$ cat config.mk
export PLATFORM = sky130hd
export DESIGN_NAME = rv_mem_arbiter
export DESIGN_NICKNAME = d
export VERILOG_FILES = /design/src/rtl/rv_mem_arbiter.sv
export SDC_FILE = /design/constraint.sdc
export NUM_CORES = 1
export LEC_CHECK = 0
export ABC_AREA = 1
export CORE_ASPECT_RATIO = 1.2
export CORE_UTILIZATION = 38
export CTS_CLUSTER_DIAMETER = 40
export DETAILED_ROUTE_END_ITERATION = 16
export PLACE_DENSITY = 0.76
export SLEW_MARGIN = 20
export SYNTH_ARGS = -nofsm -noshare
export SYNTH_HDL_FRONTEND = slang
export SYNTH_SLANG_ARGS = --single-unit
$ cat constraint.sdc
create_clock -name clk -period 4.6 [get_ports clk]
set_input_delay 1.15 -clock clk [delete_from_list [all_inputs] [get_ports clk]]
set_output_delay 1.15 -clock clk [all_outputs]
set_load 0.05 [all_outputs]
$ cat src/rtl/rv_mem_arbiter.sv
// Two-port arbiter that shares one 1-cycle-latency synchronous word memory between instruction fetch and load/store.
// Data wins ties; a streak counter lets fetch through after MAX_D_STREAK back-to-back data grants.
module rv_mem_arbiter #(
    parameter int ADDR_W       = 12,
    parameter int MAX_D_STREAK = 4
) (
    input  logic              clk,
    input  logic              rst,
    input  logic              i_req,
    input  logic [ADDR_W-1:0] i_addr,
    output logic              i_ack,
    output logic [31:0]       i_rdata,
    input  logic              d_req,
    input  logic [ADDR_W-1:0] d_addr,
    input  logic              d_we,
    input  logic [3:0]        d_wstrb,
    input  logic [31:0]       d_wdata,
    output logic              d_ack,
    output logic [31:0]       d_rdata,
    output logic              mem_en,
    output logic [3:0]        mem_we,
    output logic [ADDR_W-3:0] mem_addr,
    output logic [31:0]       mem_wdata,
    input  logic [31:0]       mem_rdata,
    output logic              busy,
    output logic              grant_d
);
    typedef enum logic [1:0] {S_IDLE, S_ACCESS, S_WAIT, S_DONE} state_t;

    state_t            r_state;
    state_t            w_next;
    logic [3:0]        r_streak;
    logic              r_is_wr;
    logic              r_mem_en;
    logic [3:0]        r_mem_we;
    logic [ADDR_W-3:0] r_mem_addr;
    logic [31:0]       r_mem_wdata;
    logic              r_i_ack;
    logic              r_d_ack;
    logic [31:0]       r_i_rdata;
    logic [31:0]       r_d_rdata;
    logic              r_grant_d;
    logic              w_grant;
    logic              w_pick_d;
    logic              w_busy;

    // Fetch only beats a waiting data request once the data streak has hit its limit.
    assign w_grant  = (r_state == S_IDLE) && (i_req || d_req);
    assign w_pick_d = d_req && !(i_req && (r_streak == 4'(MAX_D_STREAK)));

    always_ff @(posedge clk or posedge rst) begin
        if (rst) r_state <= S_IDLE;
        else     r_state <= w_next;
    end

    always_comb begin
        w_next = r_state;
        case (r_state)
            S_IDLE:   if (w_grant) w_next = S_ACCESS;
            S_ACCESS: w_next = S_WAIT;
            S_WAIT:   w_next = S_DONE;
            S_DONE:   w_next = S_IDLE;
            default:  w_next = S_IDLE;
        endcase
    end

    always_comb begin
        w_busy = (r_state != S_IDLE);
    end

    always_ff @(posedge clk or posedge rst) begin
        if (rst) begin
            r_streak    <= '0;
            r_is_wr     <= 1'b0;
            r_mem_en    <= 1'b0;
            r_mem_we    <= '0;
            r_mem_addr  <= '0;
            r_mem_wdata <= '0;
            r_i_ack     <= 1'b0;
            r_d_ack     <= 1'b0;
            r_i_rdata   <= '0;
            r_d_rdata   <= '0;
            r_grant_d   <= 1'b0;
        end else begin
            r_i_ack <= 1'b0;
            r_d_ack <= 1'b0;
            case (r_state)
                S_IDLE: begin
                    if (w_grant) begin
                        r_mem_en   <= 1'b1;
                        r_grant_d  <= w_pick_d;
                        r_is_wr    <= w_pick_d && d_we;
                        r_mem_addr <= w_pick_d ? d_addr[ADDR_W-1:2] : i_addr[ADDR_W-1:2];
                        r_streak   <= (w_pick_d && i_req) ? r_streak + 4'd1 : 4'd0;
                        if (w_pick_d && d_we) begin
                            r_mem_we    <= d_wstrb;
                            r_mem_wdata <= d_wdata;
                        end else begin
                            r_mem_we <= '0;
                        end
                    end
                end
                S_ACCESS: begin
                    r_mem_en <= 1'b0;
                    r_mem_we <= '0;
                end
                S_WAIT: begin
                    // Stores complete with an ack but leave the load-data register alone.
                    if (r_grant_d) begin
                        r_d_ack <= 1'b1;
                        if (!r_is_wr) r_d_rdata <= mem_rdata;
                    end else begin
                        r_i_ack   <= 1'b1;
                        r_i_rdata <= mem_rdata;
                    end
                end
                default: ;
            endcase
        end
    end

    assign i_ack     = r_i_ack;
    assign i_rdata   = r_i_rdata;
    assign d_ack     = r_d_ack;
    assign d_rdata   = r_d_rdata;
    assign mem_en    = r_mem_en;
    assign mem_we    = r_mem_we;
    assign mem_addr  = r_mem_addr;
    assign mem_wdata = r_mem_wdata;
    assign busy      = w_busy;
    assign grant_d   = r_grant_d;
endmodule
-- Yosys cells after proc, flatten, opt, wreduce, memory -nomap -nowiden
Cells that the tools add are included.
- flip-flop bits (word level): 121
- bits of input ports: 97
- output and inout bits: 115
- word-level logic and storage cells: 48
- add/sub/neg operators: 1
- eq/ne operators: 5
- muxes and demuxes: 13
- bitwise gates (word level): 2
- reduce and logical (&&, ||, !) cells: 15
- operator list (operator ; count):
    4-bit 2-to-1 mux ; 3
    10-bit 2-to-1 mux ; 1
    2-bit case mux with 4 select lines ; 1
    4-bit case mux with 2 select lines ; 1
    2-bit AND reduction ; 3
    3-bit AND reduction ; 2
    1-bit logical AND ; 5
    1-bit 2-to-1 mux ; 5
    4-bit by 1-bit adder with 4-bit output (second input constant) ; 1
    2-bit == test (second input constant) ; 2
    4-bit by 3-bit == test with 1-bit output (second input constant) ; 1
    2-bit nonzero test ; 2
    2-bit by 1-bit == test with 1-bit output (second input constant) ; 1
    2-bit zero test ; 1
    2-bit 2-to-1 mux ; 1
    2-bit != test (second input constant) ; 1
    1-bit NOT ; 2
    1-bit case mux with 2 select lines ; 1
    1-bit zero test ; 1
    1-bit logical OR ; 1

-- Depth between registers and ports, before layout
Gate-level depths: netlist of the first run.
- depth in word-level cells: 8
- gate-level depth with buffers: 9
- mapped depth without buffers: 7

-- Worst setup path after synthesis of the first run
No wires, ideal clock.
- path type: reg-to-output
- start: reg r_state[0]
- end: out busy
- data arrival time: 0.964 ns
- data required time: 3.450 ns
- setup slack: 2.486 ns
- stages on the path, launching flop included: 5
- buffers on the path: 1
- path through: dfrtp_1 -> inv_1 -> ha_1 -> buf_2 -> inv_2
- cells in the longest elaborated chain, start to end: 1
- ends and longest elaborated chain (item ; RTL line ; text):
    from (decl) ; 30 ; state_t r_state;
    from (signal assigned) ; 53 ; else r_state <= w_next;
    2-bit nonzero test ; 68 ; w_busy = (r_state != S_IDLE);
    to (decl) ; 25 ; output logic busy,
Every way passes these cells.

-- Final worst setup path of the first run
Ends and elaborated chain as after synthesis.

==> out/metrics.yaml, run 1 <==
timing:
  timing.final.crit_share_pct: 68.3
  tightest_slew_ns: 1.04
  maxSlewHeadroom_pct: 30.5
  slew_viol_final: 0
  holdWs_ns: 0.477
  fin_skew_ns: 0.00897
  fin_crit_ns: 3.14
  finalSetupViolCount: 0
  fin_setup_tns_ns: 0
  postLayoutSetupSlackWorst_ns: 1.46
  clock.fmax_mhz: 318
  rsz0062_at_grt: "false"
  hold_viol: 0
route:
  wl_mm: 13.1
  vias: 4516
  vias_per_cell: 4.87
  wire_per_inst_um: 14.1
  antenna_left: 0
  drt_first_pass_iters: 5
  drc: 0
  drtIter0Drc: 315
clocking:
  cts-root-buf: "clkbuf_16"
  cts_resized: 0
  cts_buffers: 17
  htreeDepth: 4
  postCtsSetupBuffers: 0
  clk_latency_ns: 0.40
  cts_tree: "yes"
  clock_sinks: 121
  path_clk_slew_ns: 0.06
  cts_buffer_depth: 2
  hold_buffers: 0
setup_path:
  cpPeakStageDelay_ns: 0.81
  worstSetupPathType: "register to output pin"
  rr_worst_depth: 7
  crit_arrival_ns: 1.99
  rr_startpoint: "r_streak[0]$_DFFE_PP0P_"
  critPathBufInv: 3
  r2r-end: "mem_addr[1]$_DFFE_PP0P_"
  critical_path.max_fanout: 4
  endpoint_kind: "output pin"
  cp-start-kind: "register"
  regToRegSetupSlack_ns: 2.54
  cp_slowest_cell: "clkdlybuf4s50_1"
  crit_required_ns: 3.45
  path_cells: "inv_1 -> ha_1 -> inv_2 -> clkdlybuf4s50_1"
  critical_path.top_delay_family: "buffers and inverters"
final_layout:
  final_net_count: 854
  final_common_cell: "clkdlybuf4s50_1"
  register_area_um2: 3030
  num_antenna_cells: 0
  multi_input_area_um2: 1560
  mostFrequentLayoutCells: "clkdlybuf4s50_1, nand2_1, dfrtp_1"
  drive_above_1_share_pct: 5.76
  post-route-util_pct: 60.6
  nFillCells: 1097
  fin_cells: 928
  syn2layout_area_growth_pct: 55.4
yosys:
  synth_top_area_share_pct: 61.0
  yosysWarnings: 0
  synth.area.top_cells: "dfrtp_1, nand2_1, o21ai_0"
  seq_area_frac_synth_pct: 61.0
  synth_cells: 553
  synth_area_leader_cell: "dfrtp_1"
  ys_types: 17
  synth_area_um2: 4960
  syn_nets: 656
  syn-mean-instance-area_um2: 8.98
  synth-seq-cells: 121
power:
  power.density_nw_per_um2: 877
  p_leak_nw: 3.75
  vdd.ir_drop.worst_mv: 0.457
global_routing:
  grt_max_degree: 69
  antenna_found_initial: 0
  overflow: 0
  grt_pass1_vias: 4433
  grt_usage_pct: 19.9
  grt_pass1_wl_mm: 21.2
placed_design:
  dp_hpwl_mm: 8.97
  globalplace.congestion: 0.746
  dp_cells: 896
  io_buffers: 207
  preCtsSetupSlack_ns: 1.38
floorplanning:
  placementRows: 45
  die_area_um2: 13500
  core_um2: 12700
  start_util_pct: 39.0
  io_pins: 212
  die_w_um: 106
  die_h_um: 127
worst_hold_path:
  holdPathStages: 2
  worstHoldStart: "mem_wdata[25]$_DFFE_PP0P_"
  min_to: "mem_wdata[25]$_DFFE_PP0P_"
  min_path_type: "register to register"
outcome:
  status: "finished clean"
job:
  maxCapViolations: 0
[cell families (layout without fill, tap and decap cells)]
family,after synthesis,after routing,share of synthesized area [%]
compound gates,74,74,7.54
fa+ha+maj,6,6,1.51
simple gates,254,254,22.1
buf+inv,97,308,7.71
xor+xnor,1,1,0.176
flops,121,121,61.0
[power by group]
part           internal (mW)  switching [mW]  total [mW]
combinational           1.15            2.53        3.68
sequential              1.57           0.274        1.85
clock                  0.758           0.484        1.24
total                   3.48            3.29        6.77
[synth_stat cells (all sizes together)]
library cell    n
o21ai          73
nand4          39
dfrtp         121
clkbuf         11
nand2         185
nand3          23
xor2            1
a21oi           1
nor3            1
inv            65
buf            21
ha              6
nor2            6
[tightest hold or removal path: stages, from the launching register on]
cell	delay, ns
dfrtp_1	0.34
nand2_1	0.05
nand2_1	0.05
[metal layers]
| layer | global-route usage (%) | share of wire, % | vias up |
|---|---|---|---|
| li1 | - | - | 2172 |
| met1 | 24.6 | 41 | 2150 |
| met2 | 33.4 | 51 | 168 |
| met3 | 4.69 | 6.1 | 26 |
| met4 | 8.33 | 2.6 | 0 |
| met5 | 0 | 0 | - |
[state kept, by name (all words and copies together) (netlist names)]
name,flops
mem_addr,10
r_streak,4
mem_wdata,32
i_ack,1
mem_en,1
r_is_wr,1
i_rdata,32
d_ack,1
grant_d,1
r_state,2
mem_we,4
d_rdata,32
[area by class of cell]
class / instances / area share (%)
inverters: 65 / 3.19
flip-flops and latches: 121 / 39.2
clock buffers: 18 / 5.69
well taps: 164 / 2.66
clock inverters: 14 / 1.62
repair buffers: 211 / 27.4
multi-input cells: 335 / 20.2
[through the flow]
stage                     area, µm²  power, mW
after CTS                      7720       6.83
after global routing           7720       7.12
after global placement         7150       5.48
after detailed placement       7150       5.55
after floorplan                4960       4.25
final                          7720       6.77
[worst max path at each step]
stage,from,endpoint,slack [ns],cells past startpoint
CTS,r_state[0]$_DFFE_PP0P_,busy,1.44,4
global route,r_state[1]$_DFFE_PP0P_,busy,1.38,4
global placement,d_req,mem_wdata[30]$_DFFE_PP0P_,1.48,5
finish,r_state[0]$_DFFE_PP0P_,busy,1.46,4
floorplan,rst,d_ack$_DFF_PP0_,0.24,1
detailed placement,d_req,mem_wdata[17]$_DFFE_PP0P_,1.38,5
No activity file was read; power rests on OpenSTA's default activity.
==> inputs of run 2 (changes only) <==
Settings changed: CORE_UTILIZATION 38 to 43, PLACE_DENSITY 0.76 to 0.81.
Clock period 4.6 ns to 3 ns, I/O delays scaled along.
==> run 2 against run 1 <==
Compared with the run above: sequential share of layout area shrank 0.50 points; critical endpoint is now grant_d; core utilization grew 9.5 points; cell area grew 1.3%.
==> out/metrics.yaml, run 2 (same netlist as run 1, synthesis figures left out) <==
outcome:
  status: "finished clean"
global_routing:
  overflow: 0  # unchanged
  grt_pass1_wl_mm: 21.9  # +3.1%
  antenna_found_initial: 0  # unchanged
  grt_usage_pct: 23.4  # +3.5 points
  grt_pass1_vias: 4480  # +1.1%
  grt_max_degree: 122  # +77%
final_layout:
  mostFrequentLayoutCells: "clkdlybuf4s50_1, nand2_1, dfrtp_1"
  final_common_cell: "clkdlybuf4s50_1"
  syn2layout_area_growth_pct: 57.5
  num_antenna_cells: 0  # unchanged
  drive_above_1_share_pct: 6.01  # +0.25 points
  post-route-util_pct: 70.2  # +9.5 points
  fin_cells: 920  # -0.86%
  final_net_count: 856  # +0.23%
setup_path:
  cp_slowest_cell: "clkdlybuf4s50_1"
  cp-start-kind: "register"
  critical_path.top_delay_family: "buffers and inverters"
  critPathBufInv: 1  # -2
  worstSetupPathType: "register to output pin"
  rr_worst_depth: 6  # -1
  critical_path.max_fanout: 4  # unchanged
  rr_startpoint: "r_state[0]$_DFFE_PP0P_"
  cpPeakStageDelay_ns: 0.84  # +0.03 ns
  critical_path_depth: 1  # -3
  path_cells: "clkdlybuf4s50_1"
  crit_arrival_ns: 1.68  # -0.31 ns
  endpoint_kind: "output pin"
  crit_start: "grant_d$_DFFE_PP0P_"
  crit_required_ns: 2.25  # -1.20 ns
clocking:
  clk_latency_ns: 0.40  # about the same
  path_clk_slew_ns: 0.05  # about the same
  cts-root-buf: "clkbuf_16"
  cts_buffer_depth: 2  # unchanged
  cts_buffers: 17  # unchanged
  htreeDepth: 4  # unchanged
  cts_tree: "yes"
  hold_buffers: 0  # unchanged
  clock_sinks: 121  # unchanged
  cts_resized: 0  # unchanged
  postCtsSetupBuffers: 0  # unchanged
worst_hold_path:
  holdPathStages: 2  # unchanged
  min_path_type: "register to register"
  worstHoldStart: "mem_wdata[11]$_DFFE_PP0P_"
placed_design:
  globalplace.congestion: 0.798  # +7.0%
  io_buffers: 207  # unchanged
  dp_hpwl_mm: 9.34  # +4.1%
  dp_cells: 888  # -0.89%
route:
  drt-met1-wl_mm: 5.70  # +7.7%
  wire_per_inst_um: 14.8  # +5.3%
  vias: 4544  # +0.62%
  wl_met3_um: 667  # -17%
  top_layer: "met4"
  vias_per_cell: 4.94  # +1.5%
  wl_met2_mm: 6.96  # +5.0%
  wl_mm: 13.6  # +4.4%
  drt_first_pass_iters: 5  # unchanged
  drtIter0Drc: 194  # -38%
  antenna_left: 0  # unchanged
  drc: 0  # unchanged
timing:
  hold_viol: 0  # unchanged
  slew_viol_final: 0  # unchanged
  finalSetupViolCount: 0  # unchanged
  fin_crit_ns: 2.43
  fin_setup_tns_ns: 0  # unchanged
  tightest_slew_ns: 1.02  # -0.0183 ns
  clock.fmax_mhz: 412
  timing.final.crit_share_pct: 80.9
  rsz0062_at_grt: "false"
  maxSlewHeadroom_pct: 31.7  # +1.2 points
  fin_skew_ns: 0.00674  # -0.00223 ns
  holdWs_ns: 0.477  # +0.000894 ns
power:
  power.density_nw_per_um2: 1380  # +57%
  vdd.ir_drop.worst_mv: 0.610  # +34%
  p_leak_nw: 3.80  # +1.4%
floorplanning:
  core_um2: 11100  # -12%
  start_util_pct: 44.6  # +5.5 points
  placementRows: 42  # -6.7%
  die_w_um: 100  # -5.9%
  io_pins: 212  # unchanged
  die_h_um: 120  # -5.9%
  die_area_um2: 12000  # -11%
job:
  maxCapViolations: 0  # unchanged
## run 2: final timing paths
path	to	slack, ns
max in group asynchronous	d_rdata[25]$_DFFE_PP0P_	1.59
min in group asynchronous	i_rdata[14]$_DFFE_PP0P_	0.83
setup reg to reg	d_rdata[25]$_DFFE_PP0P_	0.90
setup / recovery	grant_d	0.57
hold reg to reg	mem_wdata[11]$_DFFE_PP0P_	0.48
hold / removal	mem_wdata[11]$_DFFE_PP0P_	0.48
## run 2: through the flow
step | power [mW] | area [µm²] | setup slack (ns)
after floorplan | 6.52 | 4970 | 0.767
after global placement | 8.39 | 7150 | 0.635
after detailed placement | 8.55 | 7150 | 0.558
after CTS | 10.9 | 7820 | 0.548
after global routing | 11.3 | 7820 | 0.538
final | 10.8 | 7820 | 0.573
## run 2: layer usage
layer  vias up  global-route usage, %
met5         -                      0
met2       167                   39.2
met3        22                   6.12
met4         0                   9.15
met1      2184                   28.7
li1       2171                      -
## run 2: layout make-up
cell class	count	area, µm²
fillers	853	3320
flip-flops and latches	121	3030
repair buffers	213	2130
multi-input cells	335	1560
clock buffers	21	470
inverters	65	248
clock inverters	11	193
well taps	154	193
## run 2: power by group
part / switching, mW / internal [mW]
clock: 0.713 / 1.54
sequential: 0.441 / 2.41
combinational: 3.92 / 1.75
